--- src/rtl/spi_sfr_sequencer.sv ---
// spi_sfr_sequencer: runs one SPI byte transfer per request through the peripheral's SFR port
// Ports: clk/rst_n (async active-low); cfg_cr1/cfg_cr2/cfg_br + cfg_update pulse mark config dirty;
// req_valid/req_ready/req_data/req_slave request handshake; rsp_valid/rsp_ready/rsp_data/rsp_err response;
// busy when not idle; sfraddr_w/sfrwe/spidata_o write side; sfraddr_r/sfr_data_i read side (one-cycle latency).
// Optional SPI_SEQ_TIMEOUT_EN: aborts the done-bit wait after TIMEOUT_CYCLES with rsp_err=1.
module spi_sfr_sequencer #(
  parameter int TIMEOUT_CYCLES = 1024,
  parameter int HOLDOFF_CYCLES = 2
) (
  input  logic       clk,
  input  logic       rst_n,
  input  logic [7:0] cfg_cr1,
  input  logic [7:0] cfg_cr2,
  input  logic [7:0] cfg_br,
  input  logic       cfg_update,
  input  logic       req_valid,
  output logic       req_ready,
  input  logic [7:0] req_data,
  input  logic       req_slave,
  output logic       rsp_valid,
  input  logic       rsp_ready,
  output logic [7:0] rsp_data,
  output logic       rsp_err,
  output logic       busy,
  output logic [1:0] sfraddr_w,
  output logic       sfrwe,
  output logic [7:0] spidata_o,
  output logic [2:0] sfraddr_r,
  input  logic [7:0] sfr_data_i
);
  typedef enum logic [3:0] {IDLE, WR_CR1, WR_CR2, WR_BR, WR_DR, HOLD, WAIT_CLR, WAIT_SET, RD1, RD2, RESP} state_t;
  localparam int HW = $clog2(HOLDOFF_CYCLES + 1);
  state_t state;
  logic cfg_dirty, slave_q, done, to_hit;
  logic [7:0] data_q;
  logic [HW-1:0] hcnt;
  assign done = slave_q ? sfr_data_i[1] : sfr_data_i[0];
`ifdef SPI_SEQ_TIMEOUT_EN
  localparam int TW = $clog2(TIMEOUT_CYCLES + 1);
  logic [TW-1:0] tcnt;
  assign to_hit = tcnt == TW'(TIMEOUT_CYCLES - 1);
`else
  logic unused_timeout;
  assign to_hit = 1'b0;
  assign unused_timeout = ^TIMEOUT_CYCLES;
`endif
  always_ff @(posedge clk or negedge rst_n) begin
    if (!rst_n) begin
      state <= IDLE;
      cfg_dirty <= 1'b1;
      req_ready <= 1'b0;
      rsp_valid <= 1'b0;
      rsp_data <= '0;
      rsp_err <= 1'b0;
      busy <= 1'b0;
      sfrwe <= 1'b0;
      sfraddr_w <= '0;
      spidata_o <= '0;
      sfraddr_r <= 3'd3;
      data_q <= '0;
      slave_q <= 1'b0;
      hcnt <= '0;
`ifdef SPI_SEQ_TIMEOUT_EN
      tcnt <= '0;
`endif
    end else begin
      // an update landing in the WR_BR cycle must survive the clear
      cfg_dirty <= cfg_update | (cfg_dirty & (state != WR_BR));
      sfrwe <= 1'b0;
      sfraddr_r <= 3'd3;
      req_ready <= 1'b0;
      rsp_valid <= 1'b0;
      busy <= 1'b1;
      case (state)
        IDLE:
          if (req_valid && req_ready) begin
            data_q <= req_data;
            slave_q <= req_slave;
            sfrwe <= 1'b1;
            state <= cfg_dirty ? WR_CR1 : WR_DR;
            sfraddr_w <= cfg_dirty ? 2'd0 : 2'd3;
            spidata_o <= cfg_dirty ? cfg_cr1 : req_data;
          end else begin
            busy <= 1'b0;
            req_ready <= 1'b1;
          end
        WR_CR1: begin
          state <= WR_CR2;
          sfrwe <= 1'b1;
          sfraddr_w <= 2'd1;
          spidata_o <= cfg_cr2;
        end
        WR_CR2: begin
          state <= WR_BR;
          sfrwe <= 1'b1;
          sfraddr_w <= 2'd2;
          spidata_o <= cfg_br;
        end
        WR_BR: begin
          state <= WR_DR;
          sfrwe <= 1'b1;
          sfraddr_w <= 2'd3;
          spidata_o <= data_q;
        end
        WR_DR: begin
          state <= HOLD;
          hcnt <= '0;
        end
        HOLD: begin
          hcnt <= hcnt + 1'b1;
          if (hcnt == HW'(HOLDOFF_CYCLES - 1)) state <= WAIT_CLR;
`ifdef SPI_SEQ_TIMEOUT_EN
          tcnt <= '0;
`endif
        end
        // WAIT_CLR drains a done level left over from the previous transfer
        WAIT_CLR, WAIT_SET: begin
`ifdef SPI_SEQ_TIMEOUT_EN
          tcnt <= tcnt + 1'b1;
`endif
          if (to_hit) begin
            state <= RESP;
            rsp_valid <= 1'b1;
            rsp_err <= 1'b1;
            rsp_data <= '0;
          end else if (state == WAIT_CLR && !done) state <= WAIT_SET;
          else if (state == WAIT_SET && done) begin
            state <= RD1;
            sfraddr_r <= 3'd5;
          end
        end
        RD1: begin
          state <= RD2;
          sfraddr_r <= 3'd5;
        end
        RD2: begin
          state <= RESP;
          rsp_valid <= 1'b1;
          rsp_data <= sfr_data_i;
          rsp_err <= 1'b0;
        end
        RESP:
          if (rsp_ready) begin
            state <= IDLE;
            busy <= 1'b0;
            req_ready <= 1'b1;
          end else rsp_valid <= 1'b1;
        default: state <= IDLE;
      endcase
    end
  end
endmodule

--- config.mk ---
export PLATFORM = sky130hd
export DESIGN_NAME = spi_sfr_sequencer
export DESIGN_NICKNAME = d
export VERILOG_FILES = /design/src/rtl/spi_sfr_sequencer.sv
export SDC_FILE = /design/constraint.sdc
export NUM_CORES = 1
export LEC_CHECK = 0
export CORE_ASPECT_RATIO = 1.75
export CORE_MARGIN = 2
export CORE_UTILIZATION = 50
export CTS_BUF_LIST = sky130_fd_sc_hd__clkbuf_8
export DETAILED_ROUTE_END_ITERATION = 8
export PLACE_DENSITY = 0.95
export SLEW_MARGIN = 5
export SYNTH_ARGS = -nofsm -noshare
export SYNTH_HDL_FRONTEND = slang
export SYNTH_SLANG_ARGS = --single-unit
--- constraint.sdc ---
create_clock -name clk -period 3.2 [get_ports clk]
set_input_delay 0.48 -clock clk [delete_from_list [all_inputs] [get_ports clk]]
set_output_delay 0.48 -clock clk [all_outputs]
set_load 0.02 [all_outputs]
After elaboration in Yosys (flattened, before gate mapping)
Index checks and enable logic that the tools add are counted.

storage, ports and cells
  flip-flop bits (word level) = 41
  input bits = 46
  output and inout port bits = 26
  word-level logic and storage cells = 70

operators by class
  add/sub/neg operators = 1
  equality and inequality tests = 16
  mux-type cells = 26
  bitwise logic cells = 2
  reduce and logical (&&, ||, !) cells = 12

operators by type and width
  operator                                                          number
  4-bit case mux with 10 select lines                               1
  8-bit case mux with 4 select lines                                1
  4-bit two-way mux                                                 5
  4-bit by 3-bit == test with 1-bit output (second input constant)  4
  8-bit two-way mux                                                 2
  4-bit == test (second input constant)                             3
  3-bit two-way mux                                                 3
  4-bit by 2-bit == test with 1-bit output (second input constant)  2
  1-bit case mux with 2 select lines                                4
  2-bit case mux with 4 select lines                                1
  2-bit != test (second input constant)                             3
  3-bit case mux with 2 select lines                                1
  1-bit two-way mux                                                 5
  4-bit by 1-bit == test with 1-bit output (second input constant)  1
  4-bit zero test                                                   1
  2-bit two-way mux                                                 2
  4-bit by 2-bit != test with 1-bit output (second input constant)  1
  2-bit case mux with 2 select lines                                1
  2-bit AND reduction                                               2
  4-bit AND reduction                                               1
  4-bit nonzero test                                                1
  1-bit logical AND                                                 3
  3-bit != test (second input constant)                             1
  3-bit OR reduction                                                1
  7 further kinds                                                   7

Depth between registers and ports, before layout
  depth after elaboration = 5
  depth in mapped cells = 6
  gate-level depth less buffers = 5

Least setup slack after synthesis
Ideal clock, no wire load.

  path type = register to register
  start point = reg cfg_dirty
  end point = reg spidata_o[3]
  arrival time = 1520 ps
  path slack = 1555 ps
  cell stages (with the launch flop) = 4
  path buffers = 0
  clock period less this slack = 1645 ps
  cell sequence = dfstp_2 mux2_2 mux4_2 mux2_2

on the way
  longest elaborated chain between the ends = 3

ends and longest elaborated chain
  item                                RTL line  source
  start: declaration                  34        logic cfg_dirty, slave_q, done, to_hit;
  start signal: assignment            68        cfg_dirty <= cfg_update | (cfg_dirty & (state != WR_BR));
  8-bit two-way mux                   82        spidata_o <= cfg_dirty ? cfg_cr1 : req_data;
  8-bit two-way mux                   76        if (req_valid && req_ready) begin
  8-bit case mux with 4 select lines  74        case (state)
  end signal: assignment              82
  end signal: assignment              91        spidata_o <= cfg_cr2;
  end signal: assignment              97        spidata_o <= cfg_br;
  end: declaration                    27        output logic [7:0] spidata_o,

Every way passes these cells. The select of a mux whose other input is x is not followed.
A chain may end at the register's enable or synchronous reset.

Final worst setup path
  start point = reg state[1]
  end point = reg data_q[4]

on the way
  longest elaborated chain between the ends = 2

ends and longest elaborated chain
  item                                  RTL line  source
  start: declaration                    33        state_t state;
  start signal: assignment              80        state <= cfg_dirty ? WR_CR1 : WR_DR;
  4-bit zero test                       74
  2-bit AND reduction (no source line)  n/a
  end signal: assignment                77        data_q <= req_data;
  end: declaration                      35        logic [7:0] data_q;

Every way passes these cells.

==> impl_metrics.json <==
{
  "worst_pin_slew_ns": 0.881,
  "post_cts_buffers": 0,
  "maxCapViolCount": 0,
  "combPwrFrac_pct": 50.5,
  "dpl-instance-area_um2": 2740,
  "rsz0062_at_grt": "false",
  "period_minus_slack_ns": 2.20,
  "worst_path_max_delay_cell": "nor2_1",
  "route.detailed.wl_per_inst_um": 16.3,
  "syn-cell-area_um2": 2040,
  "swShare_pct": 38.4,
  "num_io_pins": 72,
  "setup_ws_ns": 0.998,
  "stdcell_area_um2": 2860,
  "diodes": 0,
  "grtUsageMet2_pct": 42.4,
  "dr.pass1.iters": 5,
  "dp_hpwl_mm": 3.63,
  "p_int_mw": 1.76,
  "cp-end-kind": "flop",
  "critPathRequiredTime_ns": 3.38,
  "area_growth_pct": 40.2,
  "route.detailed.drc": 0,
  "path_max_fanout": 17,
  "die_area_um2": 4630,
  "clock_latency_ns": 0.30,
  "dp_slack_ns": 1.03,
  "initial_core_util_pct": 52.2,
  "drt-initial-drc-count": 26,
  "ir_worst_vdd_v": 0.000664,
  "grt_overflow": 0,
  "synthTopCellsByArea": "dfrtp_1 (47%), mux2_2 (12%), mux2i_1 (7.9%)",
  "vias": 1740,
  "drv_slew": 0,
  "routed_via_density": 5.86,
  "nNetsFinal": 295,
  "yosysSeqAreaShare_pct": 49.2,
  "pwr-share-seq_pct": 34.5,
  "synth_seq_cells": 40,
  "htreeDepth": 2,
  "grt_pass1_wl_mm": 8.05,
  "r2r_setup_slack_ns": 1.0,
  "p_clk_share_pct": 15.0,
  "cts_inserted_buffers": 5,
  "clk_pin_slew_ns": 0.08,
  "hold_viol": 0,
  "hold_buffers": 0,
  "crit_chain": "nor2_1 > nand4_2 > mux2_2",
  "utilization_pct": 73.2,
  "cts.repair.resized": 0,
  "max_freq_ghz": 0.454,
  "die_x_um": 52.3,
  "slew-limit-headroom_pct": 41.3,
  "port_buffers": 69,
  "grt_usage_pct": 23.3,
  "fin_crit_sh_pct": 68.8,
  "antenna_found_initial": 0,
  "crit_type": "reg2reg",
  "core_area_um2": 3900,
  "drive_above_1_share_pct": 16.1,
  "use_met3_pct": 3.72,
  "critPathLaunchType": "flop",
  "powerDensity_nw_per_um2": 999,
  "synth_cells": 183,
  "gp_congestion": 0.854,
  "yosysTopAreaCellShare_pct": 46.6,
  "grt_busiest_layer": "met2",
  "antenna_left": 0,
  "yosys_warnings": 0,
  "avgSynthCellArea_um2": 11.1,
  "hold_path_class": "in2async",
  "status": "complete, no violations",
  "p_switching_mw": 1.10,
  "grt_pass1_vias": 1793,
  "cts_tree": "yes",
  "max_stage_delay_ns": 0.63,
  "clkSinkCount": 40,
  "finalSetupViolCount": 0,
  "grt_max_degree": 41,
  "grtUsageMet1_pct": 25.9,
  "cts_max_path_buffers": 2,
  "tns_ns": 0,
  "synth_top_area_cell": "dfrtp_1",
  "crit_arrival_ns": 2.38,
  "fin_skew_ns": 0.0126,
  "syn_nets": 230,
  "power.leakage_nw": 1.25,
  "fin_hold_ws_ns": 0.302,
  "wl_mm": 4.84,
  "synth_cell_types": 35,
  "num_rows": 30,
  "cts_root_buf": "clkbuf_8",
  "dieHeight_um": 88.5
}
final cells by class:
| type | count | area [um2] |
|---|---|---|
| fill | 275 | 1040 |
| tap | 48 | 60.1 |
| clock buffer | 6 | 82.6 |
| timing repair buffer | 71 | 701 |
| sequential | 40 | 1000 |
| multi-input combinational | 125 | 955 |
| inverter | 5 | 18.8 |
| clock inverter | 2 | 38.8 |
worst max-delay path, delay by kind of cell (launching register included):
kind / cells / cell delay, ns
and+or+nand+nor: 2 / 1.09
muxes: 1 / 0.42
DFF: 1 / 0.58
worst paths after layout:
check                                              start                  endpoint  cells after the start
worst min register to register  sfraddr_w[0]$_DFFE_PN0P_  sfraddr_w[0]$_DFFE_PN0P_                      2
max in group asynchronous                          rst_n   rsp_data[3]$_DFFE_PN0N_                      1
worst max-delay path                state[1]$_DFFE_PN0P_     data_q[4]$_DFFE_PN0P_                      3
worst max register to register      state[1]$_DFFE_PN0P_     data_q[4]$_DFFE_PN0P_                      3
min in group clk                sfraddr_w[0]$_DFFE_PN0P_  sfraddr_w[0]$_DFFE_PN0P_                      2
worst min-delay path                               rst_n  spidata_o[3]$_DFFE_PN0P_                      1
synth_stat cells, drive strengths merged:
library cell / instances
a22o: 1
nand3: 1
clkbuf: 6
o41ai: 1
ha: 1
nor3: 2
o21ai: 13
dfrtp: 38
a31oi: 1
and2: 1
buf: 7
o32a: 1
dfstp: 2
nand4: 1
o211ai: 3
a32o: 8
a21oi: 14
inv: 5
nand2: 4
or3b: 1
o221ai: 1
a21boi: 1
a211oi: 1
or3: 2
a21o: 3
nor2: 14
conb: 2
mux2: 22
or2: 1
mux4: 1
nand3b: 2
mux2i: 16
nand2b: 6
through the flow:
stage / total power [mW] / std cells
2_1_floorplan: 1.90 / 183
3_3_place_gp: 2.38 / 289
3_5_place_dp: 2.43 / 289
4_1_cts: 2.87 / 297
5_1_grt: 3.05 / 297
6_report: 2.86 / 297
registers in the layout, summed over array words and instances (netlist names):
name and flops:
sfrwe 1, spidata_o 8, slave_q 1, rsp_valid 1
rsp_data 8, sfraddr_w 2, sfraddr_r 2, req_ready 1
data_q 8, hcnt 2, busy 1, state 4
cfg_dirty 1
power groups by stage:
stage / clock network, mW / logic [mW] / registers (mW)
3_5_place_dp: 0 / 1.44 / 0.991
2_1_floorplan: 0 / 0.840 / 1.06
4_1_cts: 0.438 / 1.45 / 0.981
3_3_place_gp: 0 / 1.40 / 0.982
6_report: 0.430 / 1.44 / 0.985
5_1_grt: 0.455 / 1.57 / 1.02
logic make-up after synthesis:
logic type,after synthesis,synth area share (%)
mux,39,21.1
simple gates,35,9.14
fa+ha+maj,1,0.613
compound gates,48,15.6
buf+inv,18,3.99
other cells,2,0.368
flops,40,49.2
layout by cell type, fill, tap and decap left out, types with 2 or more instances in the layout:
cell	Yosys	routed
or3_1	2	2
nor2_2	2	2
clkbuf_8	0	6
buf_4	2	2
nand2b_1	6	6
a21o_1	3	3
a21oi_1	14	14
conb_1	2	2
dfrtp_1	38	38
mux2_2	22	22
a32o_1	8	8
o211ai_1	3	3
nand2_1	4	4
mux2i_1	16	16
nand3b_1	2	2
o21ai_0	13	13
clkdlybuf4s50_1	0	68
nor2_1	12	12
nor3_1	2	2
inv_1	5	5
dfstp_2	2	2
per-layer routing:
layer | up-vias | part of all wire (%)
met1 | 854 | 36
li1 | 798 | -
met5 | - | 0
met2 | 76 | 57
met4 | 0 | 2.2
met3 | 12 | 4.6
No activity file was read; power rests on OpenSTA's default activity.
